`config.mk`:
```
export PLATFORM = sky130hd
export DESIGN_NAME = seq_chunk_adder
export DESIGN_NICKNAME = d
export VERILOG_FILES = /design/src/rtl/adder_pkg.sv /design/src/rtl/chunk_adder.sv /design/src/rtl/full_addr.sv /design/src/rtl/seq_chunk_adder.sv
export SDC_FILE = /design/constraint.sdc
export NUM_CORES = 1
export LEC_CHECK = 0
export BUFFER_PORTS_ARGS = -buffer_cell sky130_fd_sc_hd__buf_4
export CAP_MARGIN = 30
export CORE_ASPECT_RATIO = 0.5
export CORE_MARGIN = 2
export CORE_UTILIZATION = 49
export DETAILED_ROUTE_END_ITERATION = 16
export PLACE_DENSITY_LB_ADDON = 0.08
export REMOVE_ABC_BUFFERS = 1
export SETUP_SLACK_MARGIN = 0.2
export SKIP_CTS_REPAIR_TIMING = 1
export SYNTH_ARGS = -nofsm -noshare
export SYNTH_HDL_FRONTEND = slang
export SYNTH_SLANG_ARGS = --single-unit
```
`constraint.sdc`:
```
create_clock -name clk -period 4.35 [get_ports clk]
set_input_delay 0.6525 -clock clk [delete_from_list [all_inputs] [get_ports clk]]
set_output_delay 0.6525 -clock clk [all_outputs]
set_load 0.01 [all_outputs]
```
`src/rtl/adder_pkg.sv`:
```
// Shared types and helpers for the sequential chunked adder.
package adder_pkg;

    typedef enum logic [1:0] {
        IDLE,
        BUSY,
        DONE
    } state_t;

    function automatic int unsigned clog2(input int unsigned v);
        int unsigned r;
        int unsigned x;
        r = 0;
        x = 1;
        while (x < v) begin
            x = x << 1;
            r++;
        end
        return r;
    endfunction

endpackage

```
`src/rtl/chunk_adder.sv`:
```
// Combinational CHUNK-bit ripple adder built from a chain of full_addr cells.
module chunk_adder #(
    parameter int unsigned CHUNK = 8
) (
    input  logic [CHUNK-1:0] a,
    input  logic [CHUNK-1:0] b,
    input  logic             c_in,
    output logic [CHUNK-1:0] sum,
    output logic             c_out,
    output logic             c_msb
);

    logic [CHUNK:0] c;

    assign c[0] = c_in;

    for (genvar i = 0; i < CHUNK; i++) begin : g_bit
        full_addr u_fa (
            .a     (a[i]),
            .b     (b[i]),
            .c_in  (c[i]),
            .sum   (sum[i]),
            .c_out (c[i+1])
        );
    end

    assign c_out = c[CHUNK];
    // Carry into the top bit; xor with c_out gives signed overflow.
    assign c_msb = c[CHUNK-1];

endmodule

```
`src/rtl/full_addr.sv`:
```
// Single-bit full adder cell, the building block of chunk_adder.
module full_addr (
    input  logic a,
    input  logic b,
    input  logic c_in,
    output logic sum,
    output logic c_out
);

    assign sum   = a ^ b ^ c_in;
    assign c_out = (a & b) | (c_in & (a ^ b));

endmodule

```
`src/rtl/seq_chunk_adder.sv`:
```
// Multi-cycle adder: adds CHUNK bits per clock with a registered carry.
// Define SEQ_ADDER_OVF_EN to add the registered signed-overflow output ovf.
module seq_chunk_adder
    import adder_pkg::*;
#(
    parameter int unsigned WIDTH = 32,
    parameter int unsigned CHUNK = 8
) (
    input  logic             clk,
    input  logic             rst,
    input  logic             in_valid,
    output logic             in_ready,
    input  logic [WIDTH-1:0] a,
    input  logic [WIDTH-1:0] b,
    input  logic             c_in,
    output logic             out_valid,
    input  logic             out_ready,
    output logic [WIDTH-1:0] sum,
    output logic             c_out
`ifdef SEQ_ADDER_OVF_EN
    ,
    output logic             ovf
`endif
);

    localparam int unsigned NCHUNK = WIDTH / CHUNK;
    localparam int unsigned IW     = (clog2(NCHUNK) > 1) ? clog2(NCHUNK) : 1;
    localparam logic [IW-1:0] LAST = IW'(NCHUNK - 1);

    state_t           state;
    logic [WIDTH-1:0] a_r;
    logic [WIDTH-1:0] b_r;
    logic             carry;
    logic [IW-1:0]    idx;

    logic [CHUNK-1:0] a_chunk;
    logic [CHUNK-1:0] b_chunk;
    logic [CHUNK-1:0] s_chunk;
    logic             co_chunk;
`ifdef SEQ_ADDER_OVF_EN
    logic             msb_chunk;
`else
    logic             msb_chunk_unused;
`endif

    assign in_ready = (state == IDLE);

    always_comb begin
        a_chunk = '0;
        b_chunk = '0;
        for (int unsigned k = 0; k < NCHUNK; k++) begin
            if (idx == IW'(k)) begin
                a_chunk = a_r[k*CHUNK +: CHUNK];
                b_chunk = b_r[k*CHUNK +: CHUNK];
            end
        end
    end

    chunk_adder #(
        .CHUNK (CHUNK)
    ) u_chunk (
        .a     (a_chunk),
        .b     (b_chunk),
        .c_in  (carry),
        .sum   (s_chunk),
        .c_out (co_chunk),
`ifdef SEQ_ADDER_OVF_EN
        .c_msb (msb_chunk)
`else
        .c_msb (msb_chunk_unused)
`endif
    );

    always_ff @(posedge clk or posedge rst) begin
        if (rst) begin
            state     <= IDLE;
            out_valid <= 1'b0;
            sum       <= '0;
            c_out     <= 1'b0;
            carry     <= 1'b0;
            idx       <= '0;
            a_r       <= '0;
            b_r       <= '0;
`ifdef SEQ_ADDER_OVF_EN
            ovf       <= 1'b0;
`endif
        end else begin
            case (state)
                IDLE: begin
                    if (in_valid) begin
                        a_r   <= a;
                        b_r   <= b;
                        carry <= c_in;
                        idx   <= '0;
                        state <= BUSY;
                    end
                end
                BUSY: begin
                    // Only the active chunk is written; the rest keep prior contents.
                    for (int unsigned k = 0; k < NCHUNK; k++) begin
                        if (idx == IW'(k)) begin
                            sum[k*CHUNK +: CHUNK] <= s_chunk;
                        end
                    end
                    carry <= co_chunk;
                    if (idx == LAST) begin
                        c_out     <= co_chunk;
`ifdef SEQ_ADDER_OVF_EN
                        ovf       <= msb_chunk ^ co_chunk;
`endif
                        out_valid <= 1'b1;
                        state     <= DONE;
                    end else begin
                        idx <= idx + 1'b1;
                    end
                end
                DONE: begin
                    if (out_ready) begin
                        out_valid <= 1'b0;
                        state     <= IDLE;
                    end
                end
                default: state <= IDLE;
            endcase
        end
    end

endmodule

```
Yosys cells after proc, flatten, opt, wreduce, memory -nomap -nowiden

Cells that the tools add are included.

Register bits after elaboration: 103
Bits of input ports: 69
Output and inout bits: 35

Add/subtract/negate cells: 1
Equal/unequal tests: 9
Mux-type cells: 20
Bitwise gates (word level): 40
Reduce and logical (&&, ||, !) cells: 13

Operators with widths:

| operator            | number |
|---|---|
| $mux 8              | 8 |
| $and 1x1->1         | 16 |
| $xor 1x1->1         | 16 |
| $reduce_and 2->1    | 6 |
| $mux 2              | 5 |
| $reduce_and 3->1    | 3 |
| $ne 2x2->1 const B  | 4 |
| $or 1x1->1          | 8 |
| $eq 2x2->1 const B  | 3 |
| $pmux 2 s3          | 1 |
| $eq 2x1->1 const B  | 2 |
| $logic_not 2->1     | 2 |
| $pmux 1 s2          | 2 |
| $pmux 2 s2          | 1 |
| $reduce_bool 2->1   | 2 |
| $mux 1              | 3 |
| $add 2x1->2 const B | 1 |

Logic depth before layout (Yosys ltp)

Depth after elaboration: 23
Gate-level depth with buffers: 18
Gate-level depth less buffers: 17

Modules after synthesis

Synthesis repeated with hierarchy kept, for this count alone.

Cells, all modules: 323
Area, all modules: 4883.4 sq um

By module, submodules not included:

| module          | times used | cells each | area each (sq um) |
|---|---|---|---|
| seq_chunk_adder | 1          | 315        | 4723.3 |
| full_addr       | 8          | 1          | 20.0 |

Least setup slack after synthesis

OpenSTA, ideal clock, no wires.

Kind: register -> register
From: register idx[0]
To: register sum[31]
Arrival time: 4.282 ns
Data required time: 4.225 ns
Path slack: -0.056 ns
Stages on the path, launching flop included: 18
Period minus slack after synthesis: 4.406 ns
Path through: dfrtp_1 -> inv_1 -> ha_1 -> nor2b_1 -> buf_2 -> a221oi_1 -> nor3_1 -> fa_1 -> fa_1 -> fa_1 -> inv_1 -> fa_1 -> fa_1 -> fa_1 -> fa_1 -> inv_1 -> fa_1 -> mux2_2

Longest elaborated chain between the ends: 21
Elaborated cells between the ends (all ways): 43
Classes of those cells: 3 x eq/ne; 8 x mux; 30 x bitwise; 2 x reduce/logical

RTL lines:

| item                            | RTL line               | text |
|---|---|---|
| from (decl)                     | seq_chunk_adder.sv:34  | `logic [IW-1:0] idx;` |
| from (signal assigned)          | seq_chunk_adder.sv:114 | `idx <= idx + 1'b1;` |
| $logic_not 2->1                 | seq_chunk_adder.sv:52  | `if (idx == IW'(k)) begin` |
| $mux 8 (4 in a row)             | seq_chunk_adder.sv:52  |  |
| $xor 1x1->1                     | full_addr.sv:11        | `assign c_out = (a & b) \| (c_in & (a ^ b));` |
| $and 1x1->1                     | full_addr.sv:11        |  |
| $or 1x1->1                      | full_addr.sv:11        |  |
| $and 1x1->1                     | full_addr.sv:11        |  |
| $or 1x1->1                      | full_addr.sv:11        |  |
| $and 1x1->1                     | full_addr.sv:11        |  |
| [... 3 more ...]                | n/a                    |  |
| $and 1x1->1                     | full_addr.sv:11        |  |
| $or 1x1->1                      | full_addr.sv:11        |  |
| $and 1x1->1                     | full_addr.sv:11        |  |
| $or 1x1->1                      | full_addr.sv:11        |  |
| $and 1x1->1                     | full_addr.sv:11        |  |
| $or 1x1->1                      | full_addr.sv:11        |  |
| $xor 1x1->1 (*)                 | full_addr.sv:10        | `assign sum = a ^ b ^ c_in;` |
| net u_chunk.g_bit[7].u_fa.sum   | full_addr.sv:6         | `output logic sum,` |
| to (signal, indexed assignment) | seq_chunk_adder.sv:102 | `sum[k*CHUNK +: CHUNK] <= s_chunk;` |
| to (decl)                       | seq_chunk_adder.sv:18  | `output logic [WIDTH-1:0] sum,` |

Mark *: on every way through the listed nets, which the timed path passes. The rest lies on a longest branch.
A chain may end at the register's enable or synchronous reset.

Final worst setup path

From: register idx[0]
To: register sum[7]

The elaborated chain is that of the path after synthesis.

==> flow_summary_export.csv <==
group,metric,value,unit
synthesis,muxShareOfSynthArea,0.2393,
placed_design,port_buffers,103,
critical_path,critPathMaxFanout,5,
sta,finalSetupViolations,0,
final_layout,design_area,6148,um2
critical_path,cp-start-kind,"flip-flop",
floorplanning,core,9478,um2
global_routing,grt_max_degree,71,
global_routing,grt_pass1_wl,17840,um
global_routing,grt_use_total,0.2256,
global_routing,grt_busiest_layer,"met2",
synthesis,synth_seq_area_share,0.5376,
sta,finalHoldViolations,0,
synthesis,synthAdderAreaFrac,0.04384,
floorplanning,die_area,10640,um2
clock_network,numCtsBuffers,9,
sta,final_max_slew_viol_count,0,
drt,drc,0,
clock_network,clk_pin_slew,0.07,ns
clock_network,cts_sinks,103,
final_layout,layout_common_cells,"buf_4 (118), dfrtp_1 (102), mux2_4 (61)",
power_and_ir_drop,leakagePower,2.840,nW
synthesis,syn_avg_cell_area,14.36,um2
critical_path,slowest_stage,"dfrtp_2",
floorplanning,num_rows,25,
power_and_ir_drop,p_total,5.845,mW
clock_network,root_buffer,"clkbuf_16",
critical_path,r2r_slack,0.14,ns
placed_design,place_area,5683,um2
global_routing,met3_usage,0.06053,
sta,fmax,237.7,MHz
floorplanning,initial_utilization,0.5059,
run,cap_violations,0,
critical_path,rr_endpoint,"sum[7]",
clock_network,insertion_delay,0.35,ns
clock_network,cts_buffer_depth,2,
drt,antenna_left,0,
critical_path,cp_common_cell,"fa_2",
clock_network,htreeDepth,3,
critical_path,startpoint,"idx[0]",
floorplanning,ios,104,
sta,worst_slew_pin_slew,0.8673,ns
synthesis,synth-xor-area-share,0,
global_routing,grt_antenna_before_repair,0,
global_routing,grt_overflow,0,
drt,drtPass1Iterations,5,
final_layout,nNetsFinal,526,
floorplanning,die_width,143.9,um
synthesis,ys_types,36,
outcome,status,"finished, final reports clean",
synthesis,synthSimpleGateAreaFrac,0.05558,
power_and_ir_drop,p_per_area,950.6,nW/um2
worst_hold_path,hold_path_class,"primary input to async pin",
floorplanning,fp.dieH,73.95,um
critical_path,criticalPathCategory,"flip-flop to flip-flop",
drt,first_iter_violations,170,
sta,skew,0.006436,ns
drt,finalWirelength,11430,um
clock_network,cts_tree,"built",
critical_path,cp-end-kind,"flip-flop",
critical_path,crit_chain,"inv_4, ha_4, nor2b_4, buf_6, a221oi_2, nor2_2, fa_2, fa_2, fa_2, inv_2, fa_2, fa_2, fa_2, fa_2, inv_2, fa_2, mux2_2",
sta,period_minus_slack,4.207,ns
synthesis,yosys_warnings,0,
synthesis,synth_top_family_by_area,"multiplexers",
critical_path,worstSetupEndpoint,"sum[7]",
final_layout,syn_to_final_growth,28.24,%
placed_design,place_hpwl,8269,um
power_and_ir_drop,ir_drop,0.0004981,V
sta,rsz0062_at_grt,"true",
final_layout,antennaDiodeCount,0,
global_routing,grt_pass1_vias,3275,
synthesis,ys_ff_latch,103,
sta,period_share,0.9670,
drt,post_drt_wl_per_cell,19.54,um
placed_design,gp_congestion,0.8674,
drt,vias,3145,
sta,slew_headroom,0.4218,
sta,hold_slack,0.4757,ns
synthesis,syn-instance-count,334,
critical_path,crit_arrival,4.44,ns
synthesis,syn-cell-area,4795,um2
final_layout,final_common_cell,"buf_4",
global_routing,grt_util_met1,0.3264,
global_routing,use_met2,0.3450,
drt,vias_per_cell,5.376,
critical_path,r2r_cells,17,
final_layout,drive_gt1_frac,0.5489,
synthesis,synth_compound_area_frac,0.08325,
critical_path,reg2reg_from,"idx[0]",
critical_path,cp.required,4.58,ns
critical_path,crit_path_max_incr_delay,0.48,ns
worst max-delay path: cells and delay by family (launching register included):
| family | cells | cell delay [ns] |
|---|---|---|
| compound gates | 1 | 0.05 |
| fa+ha+maj | 9 | 2.62 |
| buf+inv | 4 | 0.35 |
| flops | 1 | 0.48 |
| mux | 1 | 0.29 |
| simple gates | 2 | 0.30 |
cell type report:
| type | instances | area (um2) |
|---|---|---|
| fill | 751 | 3329 |
| multi-input combinational | 203 | 2141 |
| inverter | 8 | 35.03 |
| tap | 135 | 168.9 |
| clock inverter | 5 | 57.56 |
| timing repair buffer | 120 | 924.6 |
| sequential | 103 | 2579 |
| clock buffer | 11 | 242.7 |
Yosys cell counts:
library cell	n	area (um2)
mux2i_1	1	10.01
nor2b_1	1	6.260
o311ai_0	1	8.760
nor3_1	2	10.01
buf_2	5	25.02
clkbuf_1	2	7.510
o21ai_0	19	95.09
o221ai_1	8	70.07
mux2_4	60	900.9
or2_1	1	6.260
o211ai_1	3	22.52
nor2_2	1	6.260
clkinv_1	1	3.750
a221oi_1	6	52.55
nor4bb_1	1	10.01
ha_1	4	50.05
o22ai_1	7	43.79
nand3b_1	3	22.52
dfrtp_1	103	2577
fa_1	8	160.2
nand2_1	24	90.09
nand3b_2	1	11.26
nand4_1	1	6.260
buf_4	4	30.03
a32oi_1	1	8.760
inv_1	7	26.28
mux2_2	21	236.5
nor3b_1	1	7.510
nand3b_4	2	40.04
and2_1	1	6.260
o31ai_1	1	7.510
nor2_1	10	37.54
nand2b_1	1	6.260
a221o_1	5	50.05
a21oi_1	8	40.04
buf_6	9	101.4
per-layer routing:
metal  share of wire  routed length, um
met5               0                  0
met3           0.070                802
met2            0.45               5143
met4          0.0086                 98
met1            0.47               5385
sequential cells by signal (all words and copies together) (netlist names):
| signal | flops |
|---|---|
| a_r | 32 |
| b_r | 32 |
| sum | 32 |
| idx | 2 |
| state | 2 |
| c_out | 1 |
| carry | 1 |
| out_valid | 1 |
worst min-delay path by stage:
stage | startpoint | end | slack (ns)
detailed placement | sum[5] | sum[5] | 0.47
global placement | sum[22] | sum[22] | 0.46
CTS | out_ready | state[1] | 0.47
global route | out_ready | state[1] | 0.47
finish | rst | sum[30] | 0.48
floorplan | a_r[20] | a_r[20] | 0.48
report_power, final:
group          internal, mW  leakage [nW]  switching (mW)
registers              1.46          1.23           0.382
clock network         0.461         0.138           0.354
logic                  1.68          1.47            1.50
cells by family (layout without fill, tap and decap cells):
| logic type | count (synthesis) | count (layout) |
|---|---|---|
| compound gates | 59 | 59 |
| fa+ha+maj | 12 | 12 |
| mux | 82 | 82 |
| buf+inv | 28 | 144 |
| flops | 103 | 103 |
| simple gates | 50 | 50 |
through the flow:
step / worst slack, ns / util / std cells / TNS, ns
floorplan: -0.3427 / - / 314 / -1.371
global placement: 0.06085 / 0.5996 / 566 / 0
detailed placement: -0.1435 / 0.5996 / 566 / -0.5281
CTS: -0.1797 / 0.6313 / 582 / -0.6781
global route: 0.03017 / 0.6487 / 585 / 0
finish: 0.1434 / 0.6487 / 585 / 0
No activity file was read; power rests on OpenSTA's default activity.
